$ cat src/rtl/exe_lsu.sv
// EXE-stage load/store front end: one ID->EXE slot, effective address and alignment check, SRAM-like request issue.
// Result reaches MEM in the addr_ok cycle (memory op) or one cycle after the slot is loaded; it stalls on !ms_allowin or a missing addr_ok.
module exe_lsu #(
   parameter int         SB_WD   = 80,
   parameter logic [4:0] NO_EX   = 5'h1f,
   parameter logic [4:0] EX_ADEL = 5'h04,
   parameter logic [4:0] EX_ADES = 5'h05
) (
   input  logic             clk,
   input  logic             resetn,
   input  logic             ms_allowin,
   output logic             es_allowin,
   input  logic             ds_to_es_valid,
   input  logic [3:0]       ds_mem_op,
   input  logic [31:0]      ds_base,
   input  logic [15:0]      ds_offset,
   input  logic [31:0]      ds_rt_value,
   input  logic [4:0]       ds_ex_code,
   input  logic [SB_WD-1:0] ds_sideband,
   input  logic             flush,
   input  logic             ms_ex,
   output logic             es_to_ms_valid,
   output logic [31:0]      es_mem_addr,
   output logic [1:0]       es_ldb,
   output logic [3:0]       es_mem_op,
   output logic [31:0]      es_rt_value,
   output logic [4:0]       es_ex_code,
   output logic [31:0]      es_badvaddr,
   output logic [SB_WD-1:0] es_sideband,
   output logic             cancel_resp,
   output logic             data_sram_req,
   output logic             data_sram_wr,
   output logic [1:0]       data_sram_size,
   output logic [31:0]      data_sram_addr,
   output logic [3:0]       data_sram_wstrb,
   output logic [31:0]      data_sram_wdata,
   input  logic             data_sram_addr_ok
);

   localparam logic [1:0] S_IDLE   = 2'd0;
   localparam logic [1:0] S_REQ    = 2'd1;
   localparam logic [1:0] S_DONE   = 2'd2;
   localparam logic [1:0] S_CANCEL = 2'd3;

   localparam logic [3:0] OP_LB  = 4'd1,  OP_LBU = 4'd2,  OP_LH  = 4'd3,  OP_LHU = 4'd4;
   localparam logic [3:0] OP_LW  = 4'd5,  OP_LWL = 4'd6,  OP_LWR = 4'd7,  OP_SB  = 4'd8;
   localparam logic [3:0] OP_SH  = 4'd9,  OP_SW  = 4'd10, OP_SWL = 4'd11, OP_SWR = 4'd12;

   logic [1:0]       state;
   logic             valid;
   logic             issued;
   logic [31:0]      addr_q;
   logic [31:0]      rt_q;
   logic [31:0]      bad_q;
   logic [3:0]       op_q;
   logic [4:0]       ex_q;
   logic [SB_WD-1:0] sb_q;

   logic [31:0] ds_addr;
   logic        ds_load;
   logic        ds_store;
   logic        ds_misalign;
   logic [4:0]  ds_ex;
   logic [31:0] ds_bad;
   logic        ds_go_req;

   always_comb begin
      ds_addr     = ds_base + {{16{ds_offset[15]}}, ds_offset};
      ds_load     = (ds_mem_op >= OP_LB) && (ds_mem_op <= OP_LWR);
      ds_store    = (ds_mem_op >= OP_SB) && (ds_mem_op <= OP_SWR);
      ds_misalign = 1'b0;
      case (ds_mem_op)
         OP_LH, OP_LHU, OP_SH: ds_misalign = ds_addr[0];
         OP_LW, OP_SW:         ds_misalign = |ds_addr[1:0];
         default:              ds_misalign = 1'b0;
      endcase
      ds_ex  = NO_EX;
      ds_bad = 32'd0;
      if (ds_ex_code != NO_EX) begin
         ds_ex = ds_ex_code;
      end else if (ds_misalign) begin
         ds_ex  = ds_store ? EX_ADES : EX_ADEL;
         ds_bad = ds_addr;
      end
      ds_go_req = (ds_load || ds_store) && (ds_ex == NO_EX);
   end

   logic is_load_q;
   logic is_store_q;
   logic req;
   logic handshake;
   logic ready_go;
   logic load_en;

   // Once on the bus a request is held through flush and ms_ex; only the first issue is gated.
   assign is_load_q  = (op_q >= OP_LB) && (op_q <= OP_LWR);
   assign is_store_q = (op_q >= OP_SB) && (op_q <= OP_SWR);
   assign req        = ((state == S_REQ) && valid && (issued || (!flush && !ms_ex)))
                       || (state == S_CANCEL);
   assign handshake  = req && data_sram_addr_ok;
   assign ready_go   = (state == S_DONE) || ((state == S_REQ) && handshake && !flush);
   assign es_to_ms_valid = valid && ready_go;
   assign es_allowin = (!valid || (ready_go && ms_allowin)) && (state != S_CANCEL);
   assign load_en    = ds_to_es_valid && es_allowin && !flush;
   assign cancel_resp = is_load_q && handshake
                        && ((state == S_CANCEL) || ((state == S_REQ) && flush));

   always_ff @(posedge clk or negedge resetn) begin
      if (!resetn) begin
         state  <= S_IDLE;
         valid  <= 1'b0;
         issued <= 1'b0;
         addr_q <= 32'd0;
         rt_q   <= 32'd0;
         bad_q  <= 32'd0;
         op_q   <= 4'd0;
         ex_q   <= NO_EX;
         sb_q   <= '0;
      end else if (flush) begin
         valid <= 1'b0;
         if ((((state == S_REQ) && issued) || (state == S_CANCEL)) && !handshake) begin
            state  <= S_CANCEL;
            issued <= 1'b1;
         end else begin
            state  <= S_IDLE;
            issued <= 1'b0;
         end
      end else if (load_en) begin
         valid  <= 1'b1;
         state  <= ds_go_req ? S_REQ : S_DONE;
         issued <= 1'b0;
         addr_q <= ds_addr;
         rt_q   <= ds_rt_value;
         bad_q  <= ds_bad;
         op_q   <= ds_mem_op;
         ex_q   <= ds_ex;
         sb_q   <= ds_sideband;
      end else if (es_to_ms_valid && ms_allowin) begin
         valid  <= 1'b0;
         state  <= S_IDLE;
         issued <= 1'b0;
      end else if (state == S_REQ) begin
         if (handshake) begin
            state  <= S_DONE;
            issued <= 1'b0;
         end else begin
            issued <= issued | req;
         end
      end else if ((state == S_CANCEL) && handshake) begin
         state  <= S_IDLE;
         issued <= 1'b0;
      end
   end

   logic [1:0] a;
   assign a = addr_q[1:0];

   always_comb begin
      data_sram_size  = 2'd0;
      data_sram_addr  = addr_q;
      data_sram_wstrb = 4'b0000;
      data_sram_wdata = 32'd0;
      case (op_q)
         OP_LB, OP_LBU: data_sram_size = 2'd0;
         OP_LH, OP_LHU: data_sram_size = 2'd1;
         OP_LW:         data_sram_size = 2'd2;
         OP_LWL, OP_LWR: begin
            data_sram_size = 2'd2;
            data_sram_addr = {addr_q[31:2], 2'b00};
         end
         OP_SB: begin
            data_sram_size  = 2'd0;
            data_sram_wstrb = 4'b0001 << a;
            data_sram_wdata = {4{rt_q[7:0]}};
         end
         OP_SH: begin
            data_sram_size  = 2'd1;
            data_sram_wstrb = a[1] ? 4'b1100 : 4'b0011;
            data_sram_wdata = {2{rt_q[15:0]}};
         end
         OP_SW: begin
            data_sram_size  = 2'd2;
            data_sram_wstrb = 4'b1111;
            data_sram_wdata = rt_q;
         end
         OP_SWL: begin
            data_sram_size = 2'd2;
            data_sram_addr = {addr_q[31:2], 2'b00};
            case (a)
               2'd0:    begin data_sram_wstrb = 4'b0001; data_sram_wdata = {24'd0, rt_q[31:24]}; end
               2'd1:    begin data_sram_wstrb = 4'b0011; data_sram_wdata = {16'd0, rt_q[31:16]}; end
               2'd2:    begin data_sram_wstrb = 4'b0111; data_sram_wdata = {8'd0, rt_q[31:8]};   end
               default: begin data_sram_wstrb = 4'b1111; data_sram_wdata = rt_q;                 end
            endcase
         end
         OP_SWR: begin
            data_sram_size = 2'd2;
            data_sram_addr = {addr_q[31:2], 2'b00};
            case (a)
               2'd0:    begin data_sram_wstrb = 4'b1111; data_sram_wdata = rt_q;                 end
               2'd1:    begin data_sram_wstrb = 4'b1110; data_sram_wdata = {rt_q[23:0], 8'd0};  end
               2'd2:    begin data_sram_wstrb = 4'b1100; data_sram_wdata = {rt_q[15:0], 16'd0}; end
               default: begin data_sram_wstrb = 4'b1000; data_sram_wdata = {rt_q[7:0], 24'd0};  end
            endcase
         end
         default: begin
            data_sram_size = 2'd0;
            data_sram_addr = addr_q;
         end
      endcase
   end

   assign data_sram_req = req;
   assign data_sram_wr  = is_store_q;
   assign es_mem_addr   = addr_q;
   assign es_ldb        = addr_q[1:0];
   assign es_mem_op     = op_q;
   assign es_rt_value   = rt_q;
   assign es_ex_code    = ex_q;
   assign es_badvaddr   = bad_q;
   assign es_sideband   = sb_q;

endmodule

$ cat config.mk
export PLATFORM = sky130hd
export DESIGN_NAME = exe_lsu
export DESIGN_NICKNAME = d
export VERILOG_FILES = /design/src/rtl/exe_lsu.sv
export SDC_FILE = /design/constraint.sdc
export NUM_CORES = 1
export LEC_CHECK = 0
export CORE_UTILIZATION = 35
export CTS_CLUSTER_SIZE = 8
export DETAILED_ROUTE_END_ITERATION = 8
export GPL_TIMING_DRIVEN = 0
export HOLD_SLACK_MARGIN = 0.15
export PLACE_DENSITY = 0.65
export REMOVE_ABC_BUFFERS = 1
export SLEW_MARGIN = 40
export SYNTH_ARGS = -nofsm -noshare
export SYNTH_HDL_FRONTEND = slang
export SYNTH_SLANG_ARGS = --single-unit
$ cat constraint.sdc
create_clock -name clk -period 5.2 [get_ports clk]
set_input_delay 0.78 -clock clk [delete_from_list [all_inputs] [get_ports clk]]
set_output_delay 0.78 -clock clk [all_outputs]
set_load 0.01 [all_outputs]
Word level (Yosys, flattened, before mapping)
Cells that the tools add are included.
{"block": "word_totals", "memories": 0, "inputBits": 176, "mem_bits_ro": 0, "ramBits": 0, "out_inout_bits": 262, "reg_bits": 189, "latchBits": 0, "wordCells": 123}
{"block": "op_classes", "n_div": 0, "multipliers": 0, "bitwise_logic": 2, "reduce_logical": 45, "addsub": 1, "shifts": 1, "eq_ne": 24, "mux": 33, "magnitude_cmp": 8}
{"operator": "32-bit one-hot mux with 3 select lines", "n": 2}
{"operator": "32-bit one-hot mux with 5 select lines", "n": 1}
{"operator": "32-bit 2-to-1 mux", "n": 2}
{"operator": "32-bit adder", "n": 1}
{"operator": "4-bit == test (second input constant)", "n": 7}
{"operator": "4-bit by 3-bit == test with 1-bit output (second input constant)", "n": 6}
{"operator": "1-bit logical AND", "n": 23}
{"operator": "4-bit one-hot mux with 5 select lines", "n": 1}
{"operator": "2-bit 2-to-1 mux", "n": 9}
{"operator": "4-bit one-hot mux with 3 select lines", "n": 1}
{"operator": "1-bit 2-to-1 mux", "n": 11}
{"operator": "5-bit 2-to-1 mux", "n": 2}
{"operator": "3-bit one-hot mux with 3 select lines", "n": 1}
{"operator": "4-bit by 2-bit == test with 1-bit output (second input constant)", "n": 2}
{"operator": "4-bit by 1-bit >= comparator with 1-bit output (second input constant)", "n": 2}
{"operator": "4-bit >= comparator (second input constant)", "n": 2}
{"operator": "4-bit by 3-bit less-or-equal comparator with 1-bit output (second input constant)", "n": 2}
{"operator": "4-bit less-or-equal comparator (second input constant)", "n": 2}
{"operator": "1-bit logical OR", "n": 7}
{"operator": "2-bit == test (second input constant)", "n": 3}
{"operator": "3-bit OR reduction", "n": 2}
{"operator": "6-bit OR reduction", "n": 1}
{"operator": "5-bit == test (second input constant)", "n": 1}
{"operator": "5-bit by 4-bit inequality test with 1-bit output (second input constant)", "n": 1}
{"operator": "other kinds (16)", "n": 22}

Longest topological paths before layout
Gate-level depths: netlist of run 1.
{"block": "logic_depth", "word_depth": 16, "mapped_depth": 11, "depth_no_buf": 11}

Least setup slack after synthesis of run 1
No wires, ideal clock.
{"block": "synth_path", "kind": "input -> register", "from": "input ds_base[6]", "to": "register addr_q[25], in the netlist es_mem_addr[25]", "n_path_buf": 0, "required_time_ns": 5.075, "path_stages": 9, "path_slack_ns": 2.289, "arrival_ns": 2.787, "setup_ns": 0.125, "path_cell_list": "ha_1 a211oi_2 o21bai_1 nor4_2 and4bb_4 o41ai_4 o21ai_0 xnor2_1 mux2_2"}
{"block": "synth_via", "elab_chain_len": 1}
{"element": "start, declared", "line": "15", "source": "input logic [31:0] ds_base,"}
{"element": "32-bit adder", "line": "68", "source": "ds_addr = ds_base + {{16{ds_offset[15]}}, ds_offset};"}
{"element": "end signal, assigned", "line": "132", "source": "addr_q <= ds_addr;"}
{"element": "end, declared", "line": "52", "source": "logic [31:0] addr_q;"}
Every way passes these cells.
A chain may end at the register's enable or synchronous reset.

Worst setup path in the final report of run 1
{"block": "layout_path", "from": "register addr_q[1], in the netlist es_mem_addr[1]", "to": "output data_sram_wdata[21]"}
{"block": "layout_via", "elab_chain_len": 3, "elab_cells_between_ends": 6, "classes_between": "eq/ne (2); mux (3); reduce/logical (1)"}
{"element": "2-bit == test, or another cell as far along", "line": "189, 199"}
{"element": "32-bit one-hot mux with 3 select lines, on equally long branches", "line": "199, 189"}
{"element": "32-bit one-hot mux with 5 select lines *", "line": "163", "source": "case (op_q)"}
{"element": "end, declared", "line": "36", "source": "output logic [31:0] data_sram_wdata,"}
Mark *: on every way between the ends. The rest lies on a longest branch, timed or not.

==> summary.txt, run 1 <==
Global routing
  • Initial antenna violation count: 0
  • GR Layer Usage met3: 0.0641
  • Met2 Resource Use GR: 0.385
  • Largest net degree at the start of global routing: 70
  • GR Overflow Total: 0
  • First-pass GRT wire length: 55,300 um
  • Gr usage total: 0.229
  • Busiest layer in global routing: met2
  • Global-route met1 utilization: 0.281
  • Vias in the first global route: 9,752

Synthesis
  • Largest area contributor in the netlist: dfrtp_1
  • Commonest register cell after synthesis: dfrtp_1
  • Post-synth cell types: 69
  • Synth warnings: 0
  • Ys async rst share: 1.00
  • Register area share after synthesis: 0.448
  • Syn Area/Cell: 8.60 sq um
  • Gate Count Post-Synth: 1,230
  • Area contributors post-synth: dfrtp_1 (44%), nand2_1 (17%), ha_1 (3.7%), buf_4 (2.4%), a21oi_1 (2.2%)
  • Mapped Area: 10,600 sq um
  • Flop and latch count out of synthesis: 189
  • EDFF count, synth: 0
  • Synth top area share: 0.435

Power
  • Clk pwr share: 0.242
  • PnR Total Power: 5.82 mW
  • Power Internal: 3.86 mW
  • Psw: 1.95 mW
  • Maximum VDD drop: 0.000233 V
  • Combinational Power Share: 0.393
  • Pwr dens: 368 nW/um^2
  • Reg power frac: 0.364
  • Pleak: 7.10 nW
  • Switch share: 0.336

Finish
  • Final non-filler cell total: 1,998
  • Multi-input logic area: 5200 sq um
  • # fillers: 2,733
  • Layout cells sized above 1: 0.0578
  • Ant. Diodes: 0
  • Area delta synth->final: 49.3%
  • Reg area: 4740 sq um
  • # nets final: 1,803

Hold path
  • Worst Hold Class: input port to asynchronous set/reset pin

CTS
  • Hold_buf cts: 0
  • Clock Root Buffer: clkbuf_16
  • Post-CTS sizing: 0
  • Inserted Clock Buffers: 17
  • Clk sink count: 189
  • Buffer depth of the longest clock path: 2
  • Worst skew pair latency: 0.44 ns
  • Worst-path clk slew: 0.07 ns
  • H-tree depth: 4
  • CTS tree: built
  • Setup Fix Bufs, Post-CTS: 0

Worst setup path
  • Crit. Startpoint: es_mem_addr[1]$_DFFE_PN0P_
  • CP max FO: 18
  • Slowest cell on the critical path: dfrtp_1
  • Setup CP Type: register to output pin
  • R2r setup slk: 2.25 ns
  • R2R Path Start: state[1]$_DFFE_PN0P_
  • CP Launch Type: register
  • Crit path DAT: 3.75 ns
  • Top cell by count, worst path: nand2_1
  • Critical Path Sink Type: output pin
  • Critical-path cell list: inv_1, nor2_1, nand2_1, nand2_1, a222oi_1, nand2_1, clkdlybuf4s50_1
  • Worst Path Required: 4.42 ns
  • Max incr delay on CP: 0.86 ns
  • RR Endpoint: es_mem_addr[22]$_DFFE_PN0P_
  • Worst Reg-to-Reg Cells: 11

Die
  • Die height: 176 um
  • DIE AREA: 30,900 sq um
  • I/O Pins: 438
  • # rows: 63
  • Area of the core: 29,700 sq um
  • Die W: 176 um
  • Initial Utilization: 0.356

Placed design
  • Port Buffer Count: 437
  • Placed cell count: 1,966
  • Hpwl dp: 26,400 um
  • DP Worst Slack: 1.05 ns
  • Routability cong.: 0.849

STA
  • Worst Tran Pin Value: 0.858 ns
  • Final setup fails: 0
  • Skew final: 0.0136 ns
  • Worst setup margin: 0.672 ns
  • Clock period minus worst slack: 4.53 ns
  • Unrepaired setup endpoints after global routing: false
  • Hold WS: 0.283 ns
  • Final period util: 0.871
  • Final Hold Viols: 0
  • FMAX: 221 MHz
  • Slew Limit Fails: 0
  • Slew Limit Headroom: 0.426

Routing
  • Detail Route Antenna Nets: 0
  • Per-cell routed wire length: 17.8 um
  • WL final: 35,700 um
  • Vias after detailed routing: 10,200
  • Drt first pass iters: 5
  • Detailed Route Iter0 Violations: 742
  • DRC viols: 0
  • Drt via density: 5.08

Status
  • Status: finished, final reports clean

Flow run
  • Max cap viols: 0
## routing by layer
metal | part of all wire | vias to the layer above
li1 | - | 4894
met1 | 0.42 | 4818
met2 | 0.49 | 394
met3 | 0.073 | 47
met4 | 0.024 | 0
met5 | 0 | -
## power by group through the flow
| stage | logic [mW] | clock network, mW | registers (mW) |
|---|---|---|---|
| 2_1_floorplan | 0.779 | 0 | 2.24 |
| 4_1_cts | 2.30 | 1.45 | 2.12 |
| 6_report | 2.29 | 1.41 | 2.12 |
| 5_1_grt | 2.46 | 1.50 | 2.16 |
| 3_5_place_dp | 2.29 | 0 | 2.14 |
| 3_3_place_gp | 2.26 | 0 | 2.13 |
## sequential cells by signal, summed over array words and instances (netlist names)
| name | flops |
|---|---|
| es_sideband | 80 |
| es_badvaddr | 32 |
| es_mem_addr | 32 |
| es_rt_value | 32 |
| es_ex_code | 5 |
| es_mem_op | 4 |
| state | 2 |
| issued | 1 |
| valid | 1 |
## worst max-delay path: cells and delay by family, from the launching register on
family	cells	cell delay (ns)
AOI/OAI and AO/OA	1	0.11
buffers and inverters	2	1.06
DFF	1	0.86
and+or+nand+nor	4	1.28
## cells in the mapped netlist, types with 4 or more instances
cell,n
o211ai_1,6
dfrtp_1,184
o31ai_1,11
buf_4,34
inv_1,20
buf_1,5
o22ai_1,10
and3_1,18
nor3_1,16
nor2_1,39
nand3_1,17
a222oi_1,8
and2_1,7
buf_2,36
a221o_1,16
mux2i_1,10
mux2_2,11
nand2_1,471
a22o_1,25
clkbuf_1,27
a21oi_1,46
xnor2_1,16
ha_1,31
a21o_1,8
dfstp_2,5
o21a_1,8
o21ai_0,37
xor2_1,10
nand2b_1,6
mux4_2,8
o21ai_1,4
a31oi_1,4
nor2b_1,10
o21bai_1,9
## how the worst max path moves through the flow
stage	end	slack, ns
after CTS	data_sram_wdata[21]	0.63
after floorplan	es_badvaddr[31]$_DFFE_PN0P_	-0.30
after global placement	es_sideband[45]$_DFFE_PN0P_	-5.00
after detailed placement	es_mem_addr[25]$_DFFE_PN0P_	1.05
final	data_sram_wdata[21]	0.67
after global routing	data_sram_wdata[21]	0.48
## cell families after synthesis
group                      after synthesis  synth area share
xor gates and xnor gates                26            0.0215
buffers and inverters                  125            0.0622
DFF                                    189             0.448
muxes                                   29            0.0382
and+or+nand+nor                        601             0.235
AOI/OAI and AO/OA                      228             0.157
adders and majority gates               32            0.0386
## placed cells by master (no fill, tap or decap), types with 16 or more instances in the layout
master / synthesis / routed
ha_1: 31 / 31
clkbuf_16: 0 / 17
nand2_1: 471 / 470
dfrtp_1: 184 / 182
a221o_1: 16 / 16
and3_1: 18 / 18
xnor2_1: 16 / 16
o21ai_0: 37 / 37
inv_1: 20 / 20
a22o_1: 25 / 25
clkdlybuf4s50_1: 0 / 436
nor2_1: 39 / 39
nand3_1: 17 / 17
a21oi_1: 46 / 45
## cell type report
cell class,instances,area share
clock buffer,24,0.0311
clock inverter,8,0.00824
inverter,20,0.00475
multi-input combinational,916,0.329
sequential,189,0.300
tap,390,0.0309
timing repair buffer,451,0.296
## stage by stage
stage,TNS (ns),util,area (sq um)
final,0,0.532,15800
after global routing,0,0.532,15800
after CTS,0,0.532,15800
after detailed placement,0,0.511,15200
after global placement,-1456.57,0.500,14900
after floorplan,-5.25,-,10000
(Power assumes the default switching activity.)
==> run 2: changes to the inputs <==
CORE_MARGIN = 2   (was default)
PLACE_DENSITY = 0.68   (was 0.65)
==> run 2 against run 1 <==
Register-to-register slack got worse by 0.07 ns. Maximum frequency increased by 5.3%. Count of clock-buffer cells in the layout decreased by 7. Power decreased by 0.13%.
==> summary.txt, run 2 (same netlist as run 1, synthesis figures left out) <==
Worst setup path
  • R2r setup slk: 2.18 ns
  • Setup CP Type: register to output pin
  • CP max FO: 18
  • Top cell by count, worst path: nand2_1
  • Max incr delay on CP: 0.87 ns
  • Worst Path Required: 4.42 ns
  • Critical-path cell list: inv_1, nor2_2, nand2_1, nand2_1, a222oi_1, nand2_1, clkdlybuf4s50_1
  • Slowest cell on the critical path: dfrtp_1
  • CP Launch Type: register
  • Crit path DAT: 3.52 ns
  • Critical Path Sink Type: output pin

CTS
  • Setup Fix Bufs, Post-CTS: 0
  • Buffer depth of the longest clock path: 2
  • Hold_buf cts: 0
  • H-tree depth: 4
  • Inserted Clock Buffers: 17
  • Post-CTS sizing: 0
  • Clk sink count: 189
  • Clock Root Buffer: clkbuf_16
  • CTS tree: built
  • Worst-path clk slew: 0.08 ns
  • Worst skew pair latency: 0.45 ns

Placed design
  • Port Buffer Count: 437
  • Hpwl dp: 26,600 um
  • Placed inst area: 15,200 sq um
  • Routability cong.: 0.891
  • DP Worst Slack: 1.03 ns

STA
  • Skew final: 0.0117 ns
  • Slew Limit Fails: 0
  • Unrepaired setup endpoints after global routing: false
  • Hold WS: 0.257 ns
  • Worst setup margin: 0.900 ns
  • FMAX: 233 MHz
  • Final period util: 0.827
  • Worst Tran Pin Value: 0.804 ns
  • Final setup fails: 0
  • Clock period minus worst slack: 4.30 ns
  • Slew Limit Headroom: 0.464
  • Final Hold Viols: 0

Die
  • DIE AREA: 31,600 sq um
  • Die height: 178 um
  • I/O Pins: 438
  • # rows: 63
  • Area of the core: 29,700 sq um
  • Die W: 178 um
  • Initial Utilization: 0.356

Global routing
  • Vias in the first global route: 10,100
  • Gr usage total: 0.220
  • Initial antenna violation count: 0
  • Largest net degree at the start of global routing: 72
  • First-pass GRT wire length: 54,600 um
  • GR Overflow Total: 0

Power
  • Pleak: 7.12 nW
  • Pwr dens: 367 nW/um^2
  • Maximum VDD drop: 0.000223 V

Status
  • Status: finished, final reports clean

Finish
  • Util after Layout: 0.532
  • Commonest non-fill, non-tap cell in the layout: nand2_1
  • Largest register FFs: 80
  • Area delta synth->final: 49.5%
  • Design area: 15,800 sq um
  • Ant. Diodes: 0
  • Layout cells sized above 1: 0.0597
  • Most frequent cells in the layout: nand2_1 (470), clkdlybuf4s50_1 (436), dfrtp_1 (182)
  • # nets final: 1,802
  • # fillers: 2,749

Routing
  • Per-cell routed wire length: 17.8 um
  • WL final: 35,500 um
  • Detailed Route Iter0 Violations: 744
  • Drt via density: 5.08
  • Vias after detailed routing: 10,100
  • Drt first pass iters: 7
  • DRC viols: 0
  • Detail Route Antenna Nets: 0

Flow run
  • Max cap viols: 0

Hold path
  • Worst Hold Class: input port to asynchronous set/reset pin
run 2: worst paths after layout:
kind,startpoint,end,depth (start not counted)
max,es_mem_addr[1]$_DFFE_PN0P_,data_sram_wdata[22],7
min,resetn,es_mem_op[3]$_DFFE_PN0P_,1
max reg2reg,state[1]$_DFFE_PN0P_,es_mem_addr[16]$_DFFE_PN0P_,10
min reg2reg,es_ex_code[4]$_DFFE_PN1P_,es_ex_code[4]$_DFFE_PN1P_,2
max in group asynchronous,resetn,es_sideband[4]$_DFFE_PN0P_,2
min in group clk,es_ex_code[4]$_DFFE_PN1P_,es_ex_code[4]$_DFFE_PN1P_,2
run 2: report_power, final:
group          switching [mW]  internal (mW)
Clock                   0.635          0.767
Sequential              0.340           1.77
Combinational            1.01           1.28
run 2: critical path: cells and delay by family (launching register included):
| family | cells | cell delay, ns |
|---|---|---|
| buffers and inverters | 2 | 1.02 |
| DFF | 1 | 0.87 |
| and+or+nand+nor | 4 | 1.04 |
| AOI/OAI and AO/OA | 1 | 0.13 |
run 2: final cells by class:
| cell class | instances | area, sq um | area share |
|---|---|---|---|
| Inverter | 20 | 75.1 | 0.00475 |
| Multi-Input combinational cell | 916 | 5210 | 0.329 |
| Clock inverter | 15 | 188 | 0.0119 |
| Tap cell | 390 | 488 | 0.0309 |
| Clock buffer | 17 | 425 | 0.0269 |
| Timing Repair Buffer | 450 | 4690 | 0.297 |
| Sequential cell | 189 | 4740 | 0.300 |
run 2: layer usage:
layer  global-route usage  vias to the layer above  share of wire
li1                     -                     4881              -
met1                0.264                     4841           0.40
met2                0.379                      377           0.49
met3               0.0690                       39          0.083
met4               0.0598                        0          0.019
met5                    0                        -              0
run 2: per-stage QoR:
stage	setup TNS, ns	cells	power [mW]
2_1_floorplan	-5.25	1125	3.02
4_1_cts	0	1997	5.86
5_1_grt	0	1997	6.13
3_5_place_dp	0	1965	4.43
3_3_place_gp	-1428.55	1952	4.38
6_report	0	1997	5.81
==> run 3: changes to the inputs <==
clock period = 4.45 ns   (was 5.2 ns; I/O delays follow)
==> run 3 against run 2 <==
Final area barely moved. Worst hold slack better by 0.20 ns. Via count did not move. Critical path depth stayed put. Sequential share of layout area hardly changed. Final cell count about the same. Power rose by 17%. Wire length hardly changed. Largest cell class unchanged. Core utilization about the same. Register-to-register slack worse by 0.74 ns. Non-clock buffer count rose by 1.
==> summary.txt, run 3 (same netlist as run 1, synthesis figures left out) <==
Status
  • Status: finished, final reports clean

Die
  • # rows: 63
  • Area of the core: 29,700 sq um
  • Die height: 178 um
  • Die W: 178 um
  • DIE AREA: 31,600 sq um
  • Initial Utilization: 0.356
  • I/O Pins: 438

STA
  • Final Hold Viols: 0
  • Worst setup margin: 0.272 ns
  • Skew final: 0.0116 ns
  • Slew Limit Headroom: 0.471
  • Slew Limit Fails: 0
  • FMAX: 239 MHz
  • Clock period minus worst slack: 4.18 ns
  • Worst Tran Pin Value: 0.793 ns
  • Hold WS: 0.458 ns
  • Unrepaired setup endpoints after global routing: false
  • Final period util: 0.939
  • Final setup fails: 0

Power
  • Pleak: 7.12 nW
  • Switch share: 0.343
  • Maximum VDD drop: 0.000261 V
  • Power Internal: 4.46 mW
  • Pwr dens: 429 nW/um^2
  • Combinational Power Share: 0.395
  • Psw: 2.33 mW
  • Clk pwr share: 0.241
  • Reg power frac: 0.364

Worst setup path
  • Crit path DAT: 3.51 ns
  • Critical Path Sink Type: output pin
  • R2r setup slk: 1.44 ns
  • CP max FO: 18
  • Setup CP Type: register to output pin
  • CP Launch Type: register
  • Worst Path Required: 3.78 ns

Finish
  • # fillers: 2,745
  • Largest register FFs: 80
  • Area delta synth->final: 49.6%
  • Most frequent cells in the layout: nand2_1 (470), clkdlybuf4s50_1 (436), dfrtp_1 (182)
  • Util after Layout: 0.533
  • Commonest non-fill, non-tap cell in the layout: nand2_1
  • Layout cells sized above 1: 0.0597
  • # nets final: 1,803
  • Ant. Diodes: 0

Global routing
  • GR Overflow Total: 0
  • Initial antenna violation count: 0
  • GR Layer Usage met3: 0.0690
  • Global-route met1 utilization: 0.264
  • First-pass GRT wire length: 54,600 um
  • Busiest layer in global routing: met2
  • Gr usage total: 0.220
  • Met2 Resource Use GR: 0.379
  • Vias in the first global route: 10,100
  • Largest net degree at the start of global routing: 72

Flow run
  • Max cap viols: 0

CTS
  • Clk sink count: 189
  • CTS tree: built
  • Clock Root Buffer: clkbuf_16
  • Inserted Clock Buffers: 17
  • Setup Fix Bufs, Post-CTS: 0
  • H-tree depth: 4
  • Buffer depth of the longest clock path: 2
  • Worst-path clk slew: 0.08 ns
  • Worst skew pair latency: 0.45 ns

Routing
  • Detailed Route Iter0 Violations: 741
  • Vias after detailed routing: 10,100
  • WL final: 35,500 um
  • Drt first pass iters: 7
  • Detail Route Antenna Nets: 0
  • DRC viols: 0
  • Per-cell routed wire length: 17.8 um
  • Drt via density: 5.07

Hold path
  • Worst Hold Class: register to register

Placed design
  • Routability cong.: 0.891
  • Hpwl dp: 26,600 um
  • Port Buffer Count: 437
  • DP Worst Slack: 0.392 ns
## run 3: worst max-delay path, stage by stage (launching register included)
cell	delay (ns)
dfrtp_1	0.86
inv_1	0.49
nor2_2	0.55
nand2_1	0.09
nand2_1	0.28
a222oi_1	0.13
nand2_1	0.10
clkdlybuf4s50_1	0.54
## run 3: path summary, 6_finish.rpt
path | from | to | cells after the start
setup / recovery | es_mem_addr[1]$_DFFE_PN0P_ | data_sram_wdata[22] | 7
max in group asynchronous | resetn | es_sideband[73]$_DFFE_PN0P_ | 3
hold reg to reg | es_ex_code[4]$_DFFE_PN1P_ | es_ex_code[4]$_DFFE_PN1P_ | 2
min in group asynchronous | resetn | es_mem_op[3]$_DFFE_PN0P_ | 2
setup reg to reg | state[1]$_DFFE_PN0P_ | es_mem_addr[16]$_DFFE_PN0P_ | 10
hold / removal | es_ex_code[4]$_DFFE_PN1P_ | es_ex_code[4]$_DFFE_PN1P_ | 2
## run 3: final cells by class
class | instances | area [sq um] | area share
Multi-Input combinational cell | 916 | 5210 | 0.329
Sequential cell | 189 | 4740 | 0.299
Timing Repair Buffer | 451 | 4700 | 0.297
Tap cell | 390 | 488 | 0.0308
Clock buffer | 17 | 425 | 0.0269
Clock inverter | 15 | 188 | 0.0119
Inverter | 20 | 75.1 | 0.00474
## run 3: repair_timing
item	in CTS	in global routing
endpoints found under the setup margin	0	0
gates resized for setup	0	0
hold endpoints to repair	47	0
hold buffers	1	0
## run 3: metal layers
| layer | up-vias | routed length, um |
|---|---|---|
| met5 | - | 0 |
| met4 | 0 | 654 |
| met3 | 37 | 3000 |
| met2 | 382 | 17500 |
| met1 | 4836 | 14400 |
| li1 | 4883 | - |
## run 3: power groups by stage
| stage | logic [mW] | registers, mW | clock network (mW) |
|---|---|---|---|
| 3_3_place_gp | 2.64 | 2.48 | 0 |
| 6_report | 2.68 | 2.47 | 1.64 |
| 2_1_floorplan | 0.910 | 2.62 | 0 |
| 4_1_cts | 2.70 | 2.47 | 1.68 |
| 5_1_grt | 2.90 | 2.52 | 1.74 |
| 3_5_place_dp | 2.68 | 2.50 | 0 |
## run 3: stage by stage
step	instances	TNS (ns)	power, mW	cell area (sq um)
floorplan	1125	-97.01	3.53	10000
global placement	1952	-1668.25	5.12	14900
detailed placement	1965	0	5.18	15200
CTS	1998	0	6.85	15800
global route	1998	0	7.17	15800
finish	1998	0	6.79	15800
